--- src/rtl/fetch_pkg.sv ---
// Shared types and constants for the instruction fetch front end.
package fetch_pkg;

  localparam logic [31:0] NOP_INSTR  = 32'h0000_0013;
  localparam int unsigned WORD_BYTES = 4;

  typedef struct packed {
    logic [31:0] pc;
    logic [31:0] instr;
  } fetch_entry_t;

endpackage

--- src/rtl/fetch_stage_if.sv ---
// Fetch stage bus: instruction memory port, redirect input and decode handshake.
interface fetch_stage_if;

  logic        imem_req;
  logic [31:0] imem_addr;
  logic [31:0] imem_rdata;
  logic        redirect_valid;
  logic [31:0] redirect_pc;
  logic        id_valid;
  logic        id_ready;
  logic [31:0] id_instr;
  logic [31:0] id_pc;
  logic [31:0] id_pc_plus4;

  modport master (
    output imem_req, imem_addr, id_valid, id_instr, id_pc, id_pc_plus4,
    input  imem_rdata, redirect_valid, redirect_pc, id_ready
  );

  modport slave (
    input  imem_req, imem_addr, id_valid, id_instr, id_pc, id_pc_plus4,
    output imem_rdata, redirect_valid, redirect_pc, id_ready
  );

endinterface

--- src/rtl/fetch_queue.sv ---
// Small synchronous FIFO of {pc, instr} pairs with wrap-around pointers.
// Flush empties the queue and has priority over push and pop.
module fetch_queue
  import fetch_pkg::*;
#(
  parameter int unsigned DEPTH = 2,
  localparam int unsigned PTR_W = $clog2(DEPTH),
  localparam int unsigned CNT_W = $clog2(DEPTH + 1)
) (
  input  logic             clk,
  input  logic             rst,
  input  logic             flush_i,
  input  logic             push_i,
  input  fetch_entry_t     push_data_i,
  input  logic             pop_i,
  output logic [CNT_W-1:0] count_o,
  output fetch_entry_t     head_o
);

  fetch_entry_t     mem_q [DEPTH];
  logic [PTR_W-1:0] wr_ptr_q, wr_ptr_d;
  logic [PTR_W-1:0] rd_ptr_q, rd_ptr_d;
  logic [CNT_W-1:0] count_q, count_d;

  // Next pointer/count; DEPTH is a power of two so pointers wrap naturally.
  always_comb begin
    wr_ptr_d = wr_ptr_q;
    rd_ptr_d = rd_ptr_q;
    count_d  = count_q;
    if (flush_i) begin
      wr_ptr_d = '0;
      rd_ptr_d = '0;
      count_d  = '0;
    end else begin
      if (push_i) wr_ptr_d = wr_ptr_q + PTR_W'(1);
      if (pop_i)  rd_ptr_d = rd_ptr_q + PTR_W'(1);
      case ({push_i, pop_i})
        2'b10:   count_d = count_q + CNT_W'(1);
        2'b01:   count_d = count_q - CNT_W'(1);
        default: count_d = count_q;
      endcase
    end
  end

  // Control state register.
  always_ff @(posedge clk) begin
    if (rst) begin
      wr_ptr_q <= '0;
      rd_ptr_q <= '0;
      count_q  <= '0;
    end else begin
      wr_ptr_q <= wr_ptr_d;
      rd_ptr_q <= rd_ptr_d;
      count_q  <= count_d;
    end
  end

  // Entry storage; when full, a simultaneous pop frees the slot being written.
  always_ff @(posedge clk) begin
    if (push_i && !flush_i) mem_q[wr_ptr_q] <= push_data_i;
  end

  assign count_o = count_q;
  assign head_o  = mem_q[rd_ptr_q];

endmodule

--- src/rtl/fetch_stage.sv ---
// Instruction fetch front end: program counter, one-deep in-flight read slot
// and a decode queue. Redirects flush the queue and drop the in-flight read.
module fetch_stage
  import fetch_pkg::*;
#(
  parameter logic [31:0] RESET_PC = 32'h0000_0000,
  parameter int unsigned DEPTH    = 2
) (
  input  logic          clk,
  input  logic          rst,
  fetch_stage_if.master bus
);

  localparam int unsigned CNT_W = $clog2(DEPTH + 1);
  localparam logic [CNT_W:0] DEPTH_C = (CNT_W + 1)'(DEPTH);

  logic [31:0]      fetch_pc_q, fetch_pc_d;
  logic             if_valid_q, if_valid_d;
  logic [31:0]      if_pc_q;
  logic [CNT_W-1:0] count;
  logic [CNT_W:0]   occupancy;
  fetch_entry_t     head;
  fetch_entry_t     push_entry;
  logic             head_valid;
  logic             pop;
  logic             issue;
  logic             unused_redirect_lsbs;

  assign head_valid = (count != '0);
  assign pop        = head_valid & bus.id_ready;

  // Entries held or still owed to the queue once this cycle's pop retires;
  // pop implies count >= 1 so this never underflows.
  assign occupancy = {1'b0, count} + (CNT_W + 1)'(if_valid_q) - (CNT_W + 1)'(pop);
  assign issue     = !rst && !bus.redirect_valid && (occupancy < DEPTH_C);

  assign bus.imem_req  = issue;
  assign bus.imem_addr = fetch_pc_q;

  // Next PC and in-flight flag; redirect wins over a new issue.
  always_comb begin
    fetch_pc_d = fetch_pc_q;
    if_valid_d = 1'b0;
    if (bus.redirect_valid) begin
      fetch_pc_d = {bus.redirect_pc[31:2], 2'b00};
    end else if (issue) begin
      fetch_pc_d = fetch_pc_q + 32'(WORD_BYTES);
      if_valid_d = 1'b1;
    end
  end

  // PC and in-flight flag register; reset dominates redirect.
  always_ff @(posedge clk) begin
    if (rst) begin
      fetch_pc_q <= RESET_PC;
      if_valid_q <= 1'b0;
    end else begin
      fetch_pc_q <= fetch_pc_d;
      if_valid_q <= if_valid_d;
    end
  end

  // Remember the address of the outstanding read to pair with its data.
  always_ff @(posedge clk) begin
    if (issue) if_pc_q <= fetch_pc_q;
  end

  assign push_entry.pc    = if_pc_q;
  assign push_entry.instr = bus.imem_rdata;

  fetch_queue #(
    .DEPTH (DEPTH)
  ) u_queue (
    .clk         (clk),
    .rst         (rst),
    .flush_i     (bus.redirect_valid),
    .push_i      (if_valid_q),
    .push_data_i (push_entry),
    .pop_i       (pop),
    .count_o     (count),
    .head_o      (head)
  );

  assign bus.id_valid    = head_valid;
  assign bus.id_instr    = head_valid ? head.instr : NOP_INSTR;
  assign bus.id_pc       = head_valid ? head.pc : 32'h0000_0000;
  assign bus.id_pc_plus4 = head_valid ? (head.pc + 32'(WORD_BYTES)) : 32'(WORD_BYTES);

  assign unused_redirect_lsbs = ^bus.redirect_pc[1:0];

endmodule
--- src/flat_wrapper.sv ---
// flat-port wrapper written by rule: the top's interface ports become plain ports
module fetch_stage_flat import fetch_pkg::*;
#(
  parameter logic [31:0] RESET_PC = 32'h0000_0000,
  parameter int unsigned DEPTH    = 2
)
  (clk, rst, bus_imem_req, bus_imem_addr, bus_id_valid, bus_id_instr, bus_id_pc, bus_id_pc_plus4, bus_imem_rdata, bus_redirect_valid, bus_redirect_pc, bus_id_ready);
  fetch_stage_if bus_i ();
  input  logic clk;
  input  logic rst;
  output wire logic [$bits(bus_i.imem_req)-1:0] bus_imem_req;
  output wire logic [$bits(bus_i.imem_addr)-1:0] bus_imem_addr;
  output wire logic [$bits(bus_i.id_valid)-1:0] bus_id_valid;
  output wire logic [$bits(bus_i.id_instr)-1:0] bus_id_instr;
  output wire logic [$bits(bus_i.id_pc)-1:0] bus_id_pc;
  output wire logic [$bits(bus_i.id_pc_plus4)-1:0] bus_id_pc_plus4;
  input wire logic [$bits(bus_i.imem_rdata)-1:0] bus_imem_rdata;
  input wire logic [$bits(bus_i.redirect_valid)-1:0] bus_redirect_valid;
  input wire logic [$bits(bus_i.redirect_pc)-1:0] bus_redirect_pc;
  input wire logic [$bits(bus_i.id_ready)-1:0] bus_id_ready;
  assign bus_imem_req = bus_i.imem_req;
  assign bus_imem_addr = bus_i.imem_addr;
  assign bus_id_valid = bus_i.id_valid;
  assign bus_id_instr = bus_i.id_instr;
  assign bus_id_pc = bus_i.id_pc;
  assign bus_id_pc_plus4 = bus_i.id_pc_plus4;
  assign bus_i.imem_rdata = bus_imem_rdata;
  assign bus_i.redirect_valid = bus_redirect_valid;
  assign bus_i.redirect_pc = bus_redirect_pc;
  assign bus_i.id_ready = bus_id_ready;
  fetch_stage #(.RESET_PC(RESET_PC), .DEPTH(DEPTH)) u_core (.clk(clk), .rst(rst), .bus(bus_i));
endmodule
--- config.mk ---
export PLATFORM = sky130hd
export DESIGN_NAME = fetch_stage_flat
export DESIGN_NICKNAME = d
export VERILOG_FILES = /design/src/rtl/fetch_pkg.sv /design/src/rtl/fetch_stage_if.sv /design/src/rtl/fetch_queue.sv /design/src/rtl/fetch_stage.sv /design/src/flat_wrapper.sv
export SDC_FILE = /design/constraint.sdc
export NUM_CORES = 1
export LEC_CHECK = 0
export CAP_MARGIN = 20
export CELL_PAD_IN_SITES_DETAIL_PLACEMENT = 1
export CELL_PAD_IN_SITES_GLOBAL_PLACEMENT = 1
export CORE_MARGIN = 2
export CORE_UTILIZATION = 44
export CTS_BUF_LIST = sky130_fd_sc_hd__clkbuf_2 sky130_fd_sc_hd__clkbuf_4 sky130_fd_sc_hd__clkbuf_8
export CTS_CLUSTER_DIAMETER = 80
export DETAILED_ROUTE_END_ITERATION = 10
export HOLD_SLACK_MARGIN = 0.02
export PLACE_DENSITY_LB_ADDON = 0.15
export SYNTH_ARGS = -nofsm -noshare
export SYNTH_HDL_FRONTEND = slang
export SYNTH_SLANG_ARGS = --single-unit
--- constraint.sdc ---
create_clock -name clk -period 18.45 [get_ports clk]
set_input_delay 3.69 -clock clk [delete_from_list [all_inputs] [get_ports clk]]
set_output_delay 3.69 -clock clk [all_outputs]
set_load 0.05 [all_outputs]
# ---- Word-level counts from Yosys, hierarchy flattened
# Memory sizes are Yosys's and may differ from the RTL's. A register that Yosys moved wholly into a read port is not among the register bits.
# Cells that the tools add are included.
dict set report word_totals {
  mem_bits_rw 128
  wordCells 40
  input_bits 68
  reg_bits 69
  out_inout_bits 130
  mem_count 1
}
dict set report classes {
  mux 11
  magnitude_cmp 1
  bitwise 1
  reduce_logical 9
  eq_ne 2
  addsub 8
}
# name words width read_ports rd_clocked_by_memory_dff write_ports line_no
set memory_table {}
lappend memory_table {u_core.u_queue.mem_q 2 64 1 1 1 fetch_queue.sv:20} ;# fetch_entry_t mem_q [DEPTH];
# cell n
set ops {}
lappend ops {{$mux 32} 5}
lappend ops {{$add 32x3->32 const B} 2}
lappend ops {{$reduce_bool 2->1} 3}
lappend ops {{$mux 1} 5}
lappend ops {{$pmux 2 s2} 1}
lappend ops {{$add 2x1->3} 1}
lappend ops {{$logic_and 1x1->1} 3}
lappend ops {{$lt 3x2->1 const B} 1}
lappend ops {{$sub 3x1->3} 1}
lappend ops {{$add 1x1->1 const B} 2}
lappend ops {{$add 2x1->2 const B} 1}
lappend ops {{$eq 2x1->1 const B} 1}
lappend ops {{$eq 2x2->1 const B} 1}
lappend ops {{$logic_not 1->1} 2}
lappend ops {{$reduce_or 2->1} 1}
lappend ops {{$sub 2x1->2 const B} 1}
lappend ops {{$and 1x1->1} 1}

# ---- Logic depth before layout (Yosys ltp)
# Gate-level depths: netlist (run 1).
dict set report logic_depth {
  depth_word 7
  depth_mapped 12
  depth_no_buf 9
}

# ---- Cells and area by module
# A second synthesis (run 1) with hierarchy kept.
dict set report hier_totals {
  hier_cells 674
  area_unflattened_um2 8684.6
}
# module instances area_per_inst_um2 cells_each seq_area_each_um2
set modules_own_cells {}
lappend modules_own_cells {fetch_queue 1 4802.1 219 3943.8}
lappend modules_own_cells {fetch_stage 1 3882.5 455 1521.5}

# ---- Worst setup path before layout (run 1)
# Ideal clock, no wire load.
dict set report synth_timing {
  path_type {input to output}
  startpoint {input bus_id_ready}
  endpoint {output bus_imem_req}
  t_arrival_ns 6.269
  stages 7
  setup_slack_ns 8.491
  cell_sequence {nor2b_1 > o21ai_0 > fa_1 > xnor2_1 > nand3_1 > clkinv_1 > buf_1}
}
dict set report synth_via {
  elab_chain_len 4
}
# item line_no
set synth_rtl {}
lappend synth_rtl {{from (decl)} flat_wrapper.sv:20} ;# input wire logic [$bits(bus_i.id_ready)-1:0] bus_id_ready;
lappend synth_rtl {{$and 1x1->1} fetch_stage.sv:30} ;# assign pop = head_valid & bus.id_ready;
lappend synth_rtl {{$sub 3x1->3} fetch_stage.sv:34} ;# assign occupancy = {1'b0, count} + (CNT_W + 1)'(if_valid_q) - (CNT_W + 1)'(pop);
lappend synth_rtl {{$lt 3x2->1} fetch_stage.sv:35} ;# assign issue = !rst && !bus.redirect_valid && (occupancy < DEPTH_C);
lappend synth_rtl {{$logic_and 1x1->1} fetch_stage.sv:35}
lappend synth_rtl {{to (decl)} flat_wrapper.sv:11} ;# output wire logic [$bits(bus_i.imem_req)-1:0] bus_imem_req;
# No other way between the ends.

# ---- Final worst setup path (run 1)
# Ends and elaborated chain as after synthesis.

==> summary.txt, run 1 <==
first-pass GRT wire length: 34980 microns
Final Hold Fails: 0
Final setup viols: 0
number of antenna violations at the first check in global routing: 0
period utilization: 54.98%
Arrival @ worst endpoint: 6.45 ns
gpl congestion: 0.7989
IO Count: 198
most frequent cell after synthesis: edfxtp_1
Slew Limit Fails: 0
maximum clock path buffer count: 2
routed len/inst: 19.42 microns
Skew-Pair Late Insertion Delay: 0.45 ns
relative slew slack: 28.65%
final wirelength: 22470 microns
Die X: 143.4 microns
area grow syn2layout: 28.82%
grt ovf: 0
# DRC: 0
share of layout cells above drive strength 1: 6.689%
die area: 0.02056 sq mm
GRT Total Usage: 21.88%
Post-CTS Hold Fix Bufs: 0
remaining antenna violation count: 0
routed via count: 6382
DPL Wire Length: 15770 microns
Cell Count Post-Placement: 1125
total of max-cap violations: 0
largest net degree at the start of global routing: 80
htree depth: 4
maximum vdd drop: 0.00004603 V
Slew @ Worst Pin: 1.070 ns
Reg2Reg Setup Slack: 14.96 ns
final net count: 955
Fillers: 1964
Hold WC Path Type: flip-flop to flip-flop
Setup Fix Bufs, Post-CTS: 0
register area share after synthesis: 62.53%
Mapped Cells: 706
Tot Pwr: 0.0008441 W
Area contributors post-synth: edfxtp_1 (54%), dfxtp_1 (8.4%), mux2i_1 (6.7%)
DR iter-0 viols: 323
cell area after synthesis: 0.008548 sq mm
clock-pin slew on the worst setup and hold paths: 0.09 ns
CTS tree: built
Min Clock Period, post-route: 10.14 ns
n_diodes: 0
Num CTS Buffers: 17
FFs w/ async S/R, synth: 0%
status: completed
skew final: 0.01683 ns
Worst Path Max Fanout: 25
# port buffers: 189
unrepaired setup endpoints after global routing: false
Min-Delay Path Depth: 0
critical path launch point type: primary input
CP required: 14.76 ns
Worst Reg-to-Reg Cells: 11
Synth Register Bits: 190
row cnt: 50
synthesized area per cell: 12.11 sq um
PD cells: 76.66 mW/mm^2
TNS Setup: 0 ns
YS warnings: 0
share of the synthesized area in the top cell type: 54.10%
Via density: 5.516
overall die height: 143.4 microns
most frequent cells after synthesis: edfxtp_1 (154), nor2_1 (80), mux2i_1 (57)
placeable core area: 0.01889 sq mm
clock root buffer: clkbuf_8
Distinct cells, synth: 63
DR pass1 iterations: 4
vias in the first global route: 6692
largest area contributor in the netlist: edfxtp_1
Starting Density: 45.25%
ys flop type: edfxtp_1
Post-synth EDFFs: 154
fmax: 0.09858 GHz
Resize count post-CTS: 0
clk sinks: 190
Worst Setup End Kind: output port
leakage power: 3.501 nW
path type of the worst setup path: primary input to output port
Final Non-Filler Cells: 1157
## power breakdown
group	total, W	switching [W]	internal [W]	leakage (nW)
sequential	0.000488	0.0000121	0.000476	1.72
combinational	0.0000984	0.0000618	0.0000365	1.59
clock	0.000258	0.000147	0.000110	0.189
total	0.000844	0.000221	0.000623	3.50
## cells by family (layout without fill, tap and decap cells)
logic type,after synthesis,count (layout),share of synthesized area [%]
AND/OR/NAND/NOR,264,264,15.53
AO/OA/AOI/OAI,109,109,8.768
flip-flops,190,190,62.53
multiplexers,65,65,7.728
XOR/XNOR,16,16,1.639
other,1,6,0.04387
adder cells (fa/ha/maj),3,3,0.5269
buffers and inverters,58,244,3.234
## per-layer routing
metal | track usage (%) | share of wire (%)
met5 | 0 | 0
met4 | 7.585 | 1.7
met3 | 3.632 | 5.2
met2 | 37.79 | 49
met1 | 27.91 | 44
## worst paths after layout
path,from,endpoint
worst max-delay path,bus_id_ready,bus_imem_req
worst min register to register,u_core.if_pc_q[16]$_DFFE_PP_,u_core.u_queue.mem_q[0][48]$_DFFE_PP_
worst max register to register,u_core.if_valid_q$_SDFF_PN0_,u_core.bus.imem_addr[28]$_SDFFE_PP0P_
worst min-delay path,u_core.if_pc_q[16]$_DFFE_PP_,u_core.u_queue.mem_q[0][48]$_DFFE_PP_
## sequential cells by signal, summed over array words and instances, names as in the netlist, named ones only
signal,cells
u_core.u_queue.mem_q,124
u_core.bus.imem_addr,30
u_core.if_pc_q,30
u_core.u_queue.count_o,2
u_core.if_valid_q,1
u_core.u_queue.rd_ptr_q,1
u_core.u_queue.wr_ptr_q,1
## cells in the final DEF (no fill, tap or decap), drive strengths merged, types with 3 or more instances in the layout
cell type	Yosys	layout
a21oi	23	23
a311oi	3	3
a31oi	21	21
a32oi	3	3
and2	6	6
and3	9	9
buf	19	10
clkbuf	26	19
clkdlybuf4s50	0	189
clkinv	1	9
conb	1	6
dfxtp	36	36
edfxtp	154	154
inv	12	15
mux2	8	8
mux2i	57	57
nand2	52	52
nand2b	4	4
nand3	31	31
nand3b	4	4
nand4	17	17
nand4b	5	5
nor2	80	80
nor2b	3	3
nor3	22	22
nor4	10	10
o211ai	10	10
o21a	4	4
o21ai	13	13
o311ai	3	3
o31a	8	8
or3	11	11
or4	4	4
xnor2	12	12
xor2	4	4
## metrics by stage
| stage | cell area (sq um) | setup WS (ns) | util (%) | hold slack (ns) |
|---|---|---|---|---|
| global route | 11010 | 8.127 | 58.28 | 0.4676 |
| floorplan | 8567 | 8.491 | - | 0.4215 |
| global placement | 10650 | 8.456 | 56.36 | 0.4275 |
| finish | 11010 | 8.306 | 58.28 | 0.4542 |
| CTS | 11010 | 8.323 | 58.28 | 0.4596 |
| detailed placement | 10650 | 8.328 | 56.36 | 0.4368 |
## worst max-delay path: stages
cell             delay, ns
clkdlybuf4s50_1       0.50
nor2b_1               0.27
o21ai_0               0.15
fa_1                  0.40
xnor2_1               0.21
nand3_1               0.10
buf_4                 0.23
clkinv_1              0.09
clkdlybuf4s50_1       0.80
## cell type report
class                           count  area, sq um  share of cell area, %
Sequential cell                   190         5349                  48.57
Multi-Input combinational cell    463         2959                  26.87
Timing Repair Buffer              199         1967                  17.86
Tap cell                          260        325.3                  2.954
Clock buffer                       19        249.0                  2.261
Clock inverter                     13        113.9                  1.034
Inverter                           13        48.80                 0.4431
(Power assumes the default switching activity.)
==> run 2: changes to the inputs <==
Settings changed: CORE_UTILIZATION 44 to 37.
Clock period 18.45 ns to 8.7 ns, I/O delays scaled along.
==> run 2 against run 1 <==
  * Global-route usage fell by 3.2 points
  * Largest power group unchanged
  * Critical path type is now flip-flop to output port
  * Hold slack barely moved
  * Sequential power rose by 110%
  * Critical endpoint is now bus_id_pc_plus4[25]
==> summary.txt, run 2 (same netlist as run 1, synthesis figures left out) <==
grt ovf: 0
most frequent cells in the layout: clkdlybuf4s50_1 (189), edfxtp_1 (154), nor2_1 (79)
total of max-cap violations: 0
Min Clock Period, post-route: 6.222 ns
wire length on met1: 10140 microns
maximum vdd drop: 0.00007716 V
Hold WC Path Type: flip-flop to flip-flop
relative slew slack: 24.16%
leakage power: 3.504 nW
Starting Density: 37.76%
share of layout cells above drive strength 1: 6.696%
DPL Wire Length: 15550 microns
largest net degree at the start of global routing: 79
DR WL met2: 10650 microns
status: completed
GRT Total Usage: 18.65%
DR WL met3: 1272 microns
htree depth: 4
CP required: 6.96 ns
Worst Setup End Kind: output port
number of antenna violations at the first check in global routing: 0
fmax: 0.1607 GHz
clk sinks: 190
Slew @ Worst Pin: 1.138 ns
final net count: 954
Num CTS Buffers: 17
period utilization: 71.52%
maximum clock path buffer count: 2
die area: 0.02433 sq mm
CTS tree: built
# DRC: 0
Hold Slack: 0.4546 ns
Arrival @ worst endpoint: 4.48 ns
clock root buffer: clkbuf_8
skew final: 0.02106 ns
Tot Pwr: 0.001815 W
Slew Limit Fails: 0
first-pass GRT wire length: 35660 microns
IO Count: 198
gpl congestion: 0.8202
PD cells: 164.1 mW/mm^2
Skew-Pair Late Insertion Delay: 0.46 ns
placeable core area: 0.02264 sq mm
post-route design area: 0.01106 sq mm
DR iter-0 viols: 265
Resize count post-CTS: 0
routed via count: 6380
path type of the worst setup path: flip-flop to output port
row cnt: 55
Reg2Reg Setup Slack: 5.25 ns
area grow syn2layout: 29.38%
DR pass1 iterations: 4
critical path launch point type: flip-flop
Post-CTS Hold Fix Bufs: 0
# port buffers: 189
unrepaired setup endpoints after global routing: false
clock-pin slew on the worst setup and hold paths: 0.10 ns
post-place instance area: 0.01067 sq mm
Final setup viols: 0
TNS Setup: 0 ns
Setup Fix Bufs, Post-CTS: 0
remaining antenna violation count: 0
n_diodes: 0
Final Hold Fails: 0
Fillers: 2369
final wirelength: 22450 microns
top sig layer: met4
overall die height: 156.0 microns
Worst Path Max Fanout: 37
register bank with the most flops: u_core.u_queue.mem_q
routed len/inst: 19.01 microns
Via density: 5.402
commonest non-fill, non-tap cell in the layout: clkdlybuf4s50_1
Die X: 156.0 microns
vias in the first global route: 6740
Final Util: 48.85%
max reg flops: 124
run 2: cell types whose count changed in the layout (fill, tap and decap cells not counted):
cell        previous run  this run
clkbuf_8              17        18
clkinv_2               4         0
inv_8                  0         3
buf_4                 10         9
clkinv_1               2         1
clkinvlp_4             1         2
inv_6                  3         2
inv_4                  0         3
clkinv_4               3         1
run 2: stage by stage:
stage | setup WS, ns | instances
3_5_place_dp | 2.516 | 1149
4_1_cts | 2.452 | 1181
2_1_floorplan | 1.426 | 711
6_report | 2.478 | 1181
5_1_grt | 2.114 | 1181
3_3_place_gp | 2.610 | 1149
run 2: routing by layer:
metal,up-vias,GRT usage [%]
li1,3011,-
met1,3136,23.91
met2,206,31.31
met3,27,4.056
met4,0,6.466
met5,-,0
run 2: cell type report:
class                   instances  area (sq um)  share of cell area (%)
clock buffers                  20         262.8                   2.376
clock inverters                12         123.9                   1.120
inverters                      13         48.80                  0.4412
multi-input cells             463          2959                   26.76
flip-flops and latches        190          5349                   48.37
well taps                     285         356.6                   3.224
repair buffers                198          1959                   17.72
run 2: worst paths after layout:
check | start | to | cells after the start
worst max-delay path | flip-flop | bus_id_pc_plus4[25] | 6
worst min-delay path | u_core.if_pc_q[15]$_DFFE_PP_ | u_core.u_queue.mem_q[1][47]$_DFFE_PP_ | 0
worst max register to register | u_core.if_valid_q$_SDFF_PN0_ | u_core.bus.imem_addr[16]$_SDFFE_PP0P_ | 11
worst min register to register | u_core.if_pc_q[15]$_DFFE_PP_ | u_core.u_queue.mem_q[1][47]$_DFFE_PP_ | 0
run 2: report_power, final:
group	switching (W)	leakage (nW)	internal, W
clock network	0.000323	0.198	0.000249
logic	0.000131	1.59	0.0000774
registers	0.0000255	1.72	0.00101
run 2: critical path, stage by stage (launching register included):
cell             delay [ns]
dfxtp_4                0.66
nand3_1                0.24
a222oi_1               1.03
nand4_2                0.53
o31a_1                 0.43
nor3_1                 0.23
clkdlybuf4s50_1        0.87
==> run 3: changes to the inputs <==
Settings changed: CORE_UTILIZATION 37 to 41.
Clock period 8.7 ns to 5.8 ns, I/O delays scaled along.
==> run 3 against run 2 <==
  * Clock power up 49%
  * Sequential power up 49%
  * First-iteration DRC count up 17%
  * Sequential cell count unchanged
  * Register-to-register slack worse by 2.7 ns
  * Hold slack about the same
  * Wire length down 1.7%
  * Cell area about the same
  * Die area down 9.5%
  * Clock-buffer cell count down 1
  * Non-clock buffer count up 3
  * Worst setup slack worse by 2.0 ns
  * Critical endpoint is now bus_id_pc_plus4[30]
  * Largest power group unchanged
==> summary.txt, run 3 (same netlist as run 1, synthesis figures left out) <==
placeable core area: 0.02036 sq mm
Worst Path Max Fanout: 40
register area: 0.005349 sq mm
number of antenna violations at the first check in global routing: 0
Min Clock Period, post-route: 5.307 ns
PD cells: 245.5 mW/mm^2
TNS Setup: 0 ns
clk sinks: 190
vias in the first global route: 6610
Num CTS Buffers: 17
skew final: 0.01283 ns
die area: 0.02202 sq mm
Slew @ Worst Pin: 0.8311 ns
Net Sw Frac: 25.44%
# port buffers: 189
share of layout cells above drive strength 1: 6.785%
gpl congestion: 0.8086
GRT Total Usage: 20.28%
Setup Fix Bufs, Post-CTS: 0
first-pass GRT wire length: 35210 microns
total of max-cap violations: 0
grt ovf: 0
most frequent cells in the layout: clkdlybuf4s50_1 (188), edfxtp_1 (154), nor2_1 (79)
register bank with the most flops: u_core.u_queue.mem_q
IO Count: 198
Final Hold Fails: 0
remaining antenna violation count: 0
Final Util: 54.34%
DR pass1 iterations: 5
maximum clock path buffer count: 2
largest net degree at the start of global routing: 78
clock power share: 31.4%
Worst Setup End Kind: output port
routed via count: 6352
area of the multi-input gates: 0.002965 sq mm
max reg flops: 124
Slew Limit Fails: 0
fmax: 0.1884 GHz
n_diodes: 0
Resize count post-CTS: 0
Slowest-stage cell, CP: dfxtp_4
Skew-Pair Late Insertion Delay: 0.45 ns
Post-CTS Hold Fix Bufs: 0
Arrival @ worst endpoint: 4.15 ns
relative slew slack: 44.59%
row cnt: 52
CTS tree: built
htree depth: 4
overall die height: 148.4 microns
DR iter-0 viols: 309
Power Internal: 0.002026 W
Via density: 5.434
path type of the worst setup path: flip-flop to output port
Critical Path Max Stage Delay: 0.70 ns
period utilization: 91.50%
commonest non-fill, non-tap cell in the layout: clkdlybuf4s50_1
# DRC: 0
status: completed
Switch Pwr: 0.0006913 W
Fillers: 2128
critical-path cell list: buf_4, mux2i_1, a211o_1, nand2b_1, nor4_1, mux2_2, clkdlybuf4s50_1
unrepaired setup endpoints after global routing: false
Comb pwr share: 11.5%
maximum vdd drop: 0.0001646 V
clock-pin slew on the worst setup and hold paths: 0.09 ns
leakage power: 3.517 nW
Hold WC Path Type: flip-flop to flip-flop
final net count: 957
sequential group share of total power: 57.1%
CP required: 4.64 ns
clock root buffer: clkbuf_8
Tot Pwr: 0.002717 W
area grow syn2layout: 29.46%
Die X: 148.4 microns
final wirelength: 22080 microns
Final setup viols: 0
DPL Wire Length: 15870 microns
Starting Density: 41.98%
routed len/inst: 18.89 microns
critical path launch point type: flip-flop
==> run 3: final cells by class <==
cell class / count / share of cell area [%]
clock buffers: 19 / 2.250
clock inverters: 13 / 1.244
inverters: 13 / 0.4409
multi-input cells: 463 / 26.79
flip-flops and latches: 190 / 48.33
well taps: 270 / 3.053
repair buffers: 201 / 17.89
==> run 3: metrics by stage <==
step | hold slack [ns] | std cells | setup WS (ns) | area, sq um
6_report | 0.4544 | 1169 | 0.4928 | 11070
5_1_grt | 0.4748 | 1169 | 0.1532 | 11070
4_1_cts | 0.4617 | 1169 | 0.3970 | 11070
2_1_floorplan | 0.4215 | 711 | 0.1024 | 8572
3_5_place_dp | 0.4376 | 1137 | 0.9079 | 10680
3_3_place_gp | 0.4274 | 1137 | 1.067 | 10680
==> run 3: worst paths after layout <==
| kind | start | endpoint | slack (ns) | cells past startpoint |
|---|---|---|---|---|
| worst max-delay path | flip-flop | bus_id_pc_plus4[30] | 0.49 | 7 |
| worst min-delay path | u_core.if_pc_q[28]$_DFFE_PP_ | u_core.u_queue.mem_q[1][60]$_DFFE_PP_ | 0.45 | 0 |
| worst max register to register | u_core.if_valid_q$_SDFF_PN0_ | u_core.bus.imem_addr[28]$_SDFFE_PP0P_ | 2.57 | 10 |
| worst min register to register | u_core.if_pc_q[28]$_DFFE_PP_ | u_core.u_queue.mem_q[1][60]$_DFFE_PP_ | 0.45 | 0 |
==> run 3: critical path: cells and delay by family, from the launching register on <==
| family | cells | cell delay, ns |
|---|---|---|
| AND/OR/NAND/NOR | 2 | 0.69 |
| multiplexers | 2 | 0.65 |
| buffers and inverters | 2 | 1.24 |
| flip-flops | 1 | 0.70 |
| AO/OA/AOI/OAI | 1 | 0.39 |
==> run 3: metal layers <==
metal	vias up	global-route usage, %	wire length (microns)
met1	3108	26.69	10030
met2	202	34.42	10640
met3	31	3.282	1061
met4	0	6.667	353
met5	-	0	0
li1	3011	-	-
==> run 3: power by group through the flow <==
| stage | sequential, W | combinational [W] | clock (W) |
|---|---|---|---|
| 3_5_place_dp | 0.00158 | 0.000312 | 0 |
| 6_report | 0.00155 | 0.000312 | 0.000853 |
| 5_1_grt | 0.00156 | 0.000332 | 0.000924 |
| 3_3_place_gp | 0.00158 | 0.000306 | 0 |
| 4_1_cts | 0.00155 | 0.000314 | 0.000878 |
| 2_1_floorplan | 0.00161 | 0.000147 | 0 |
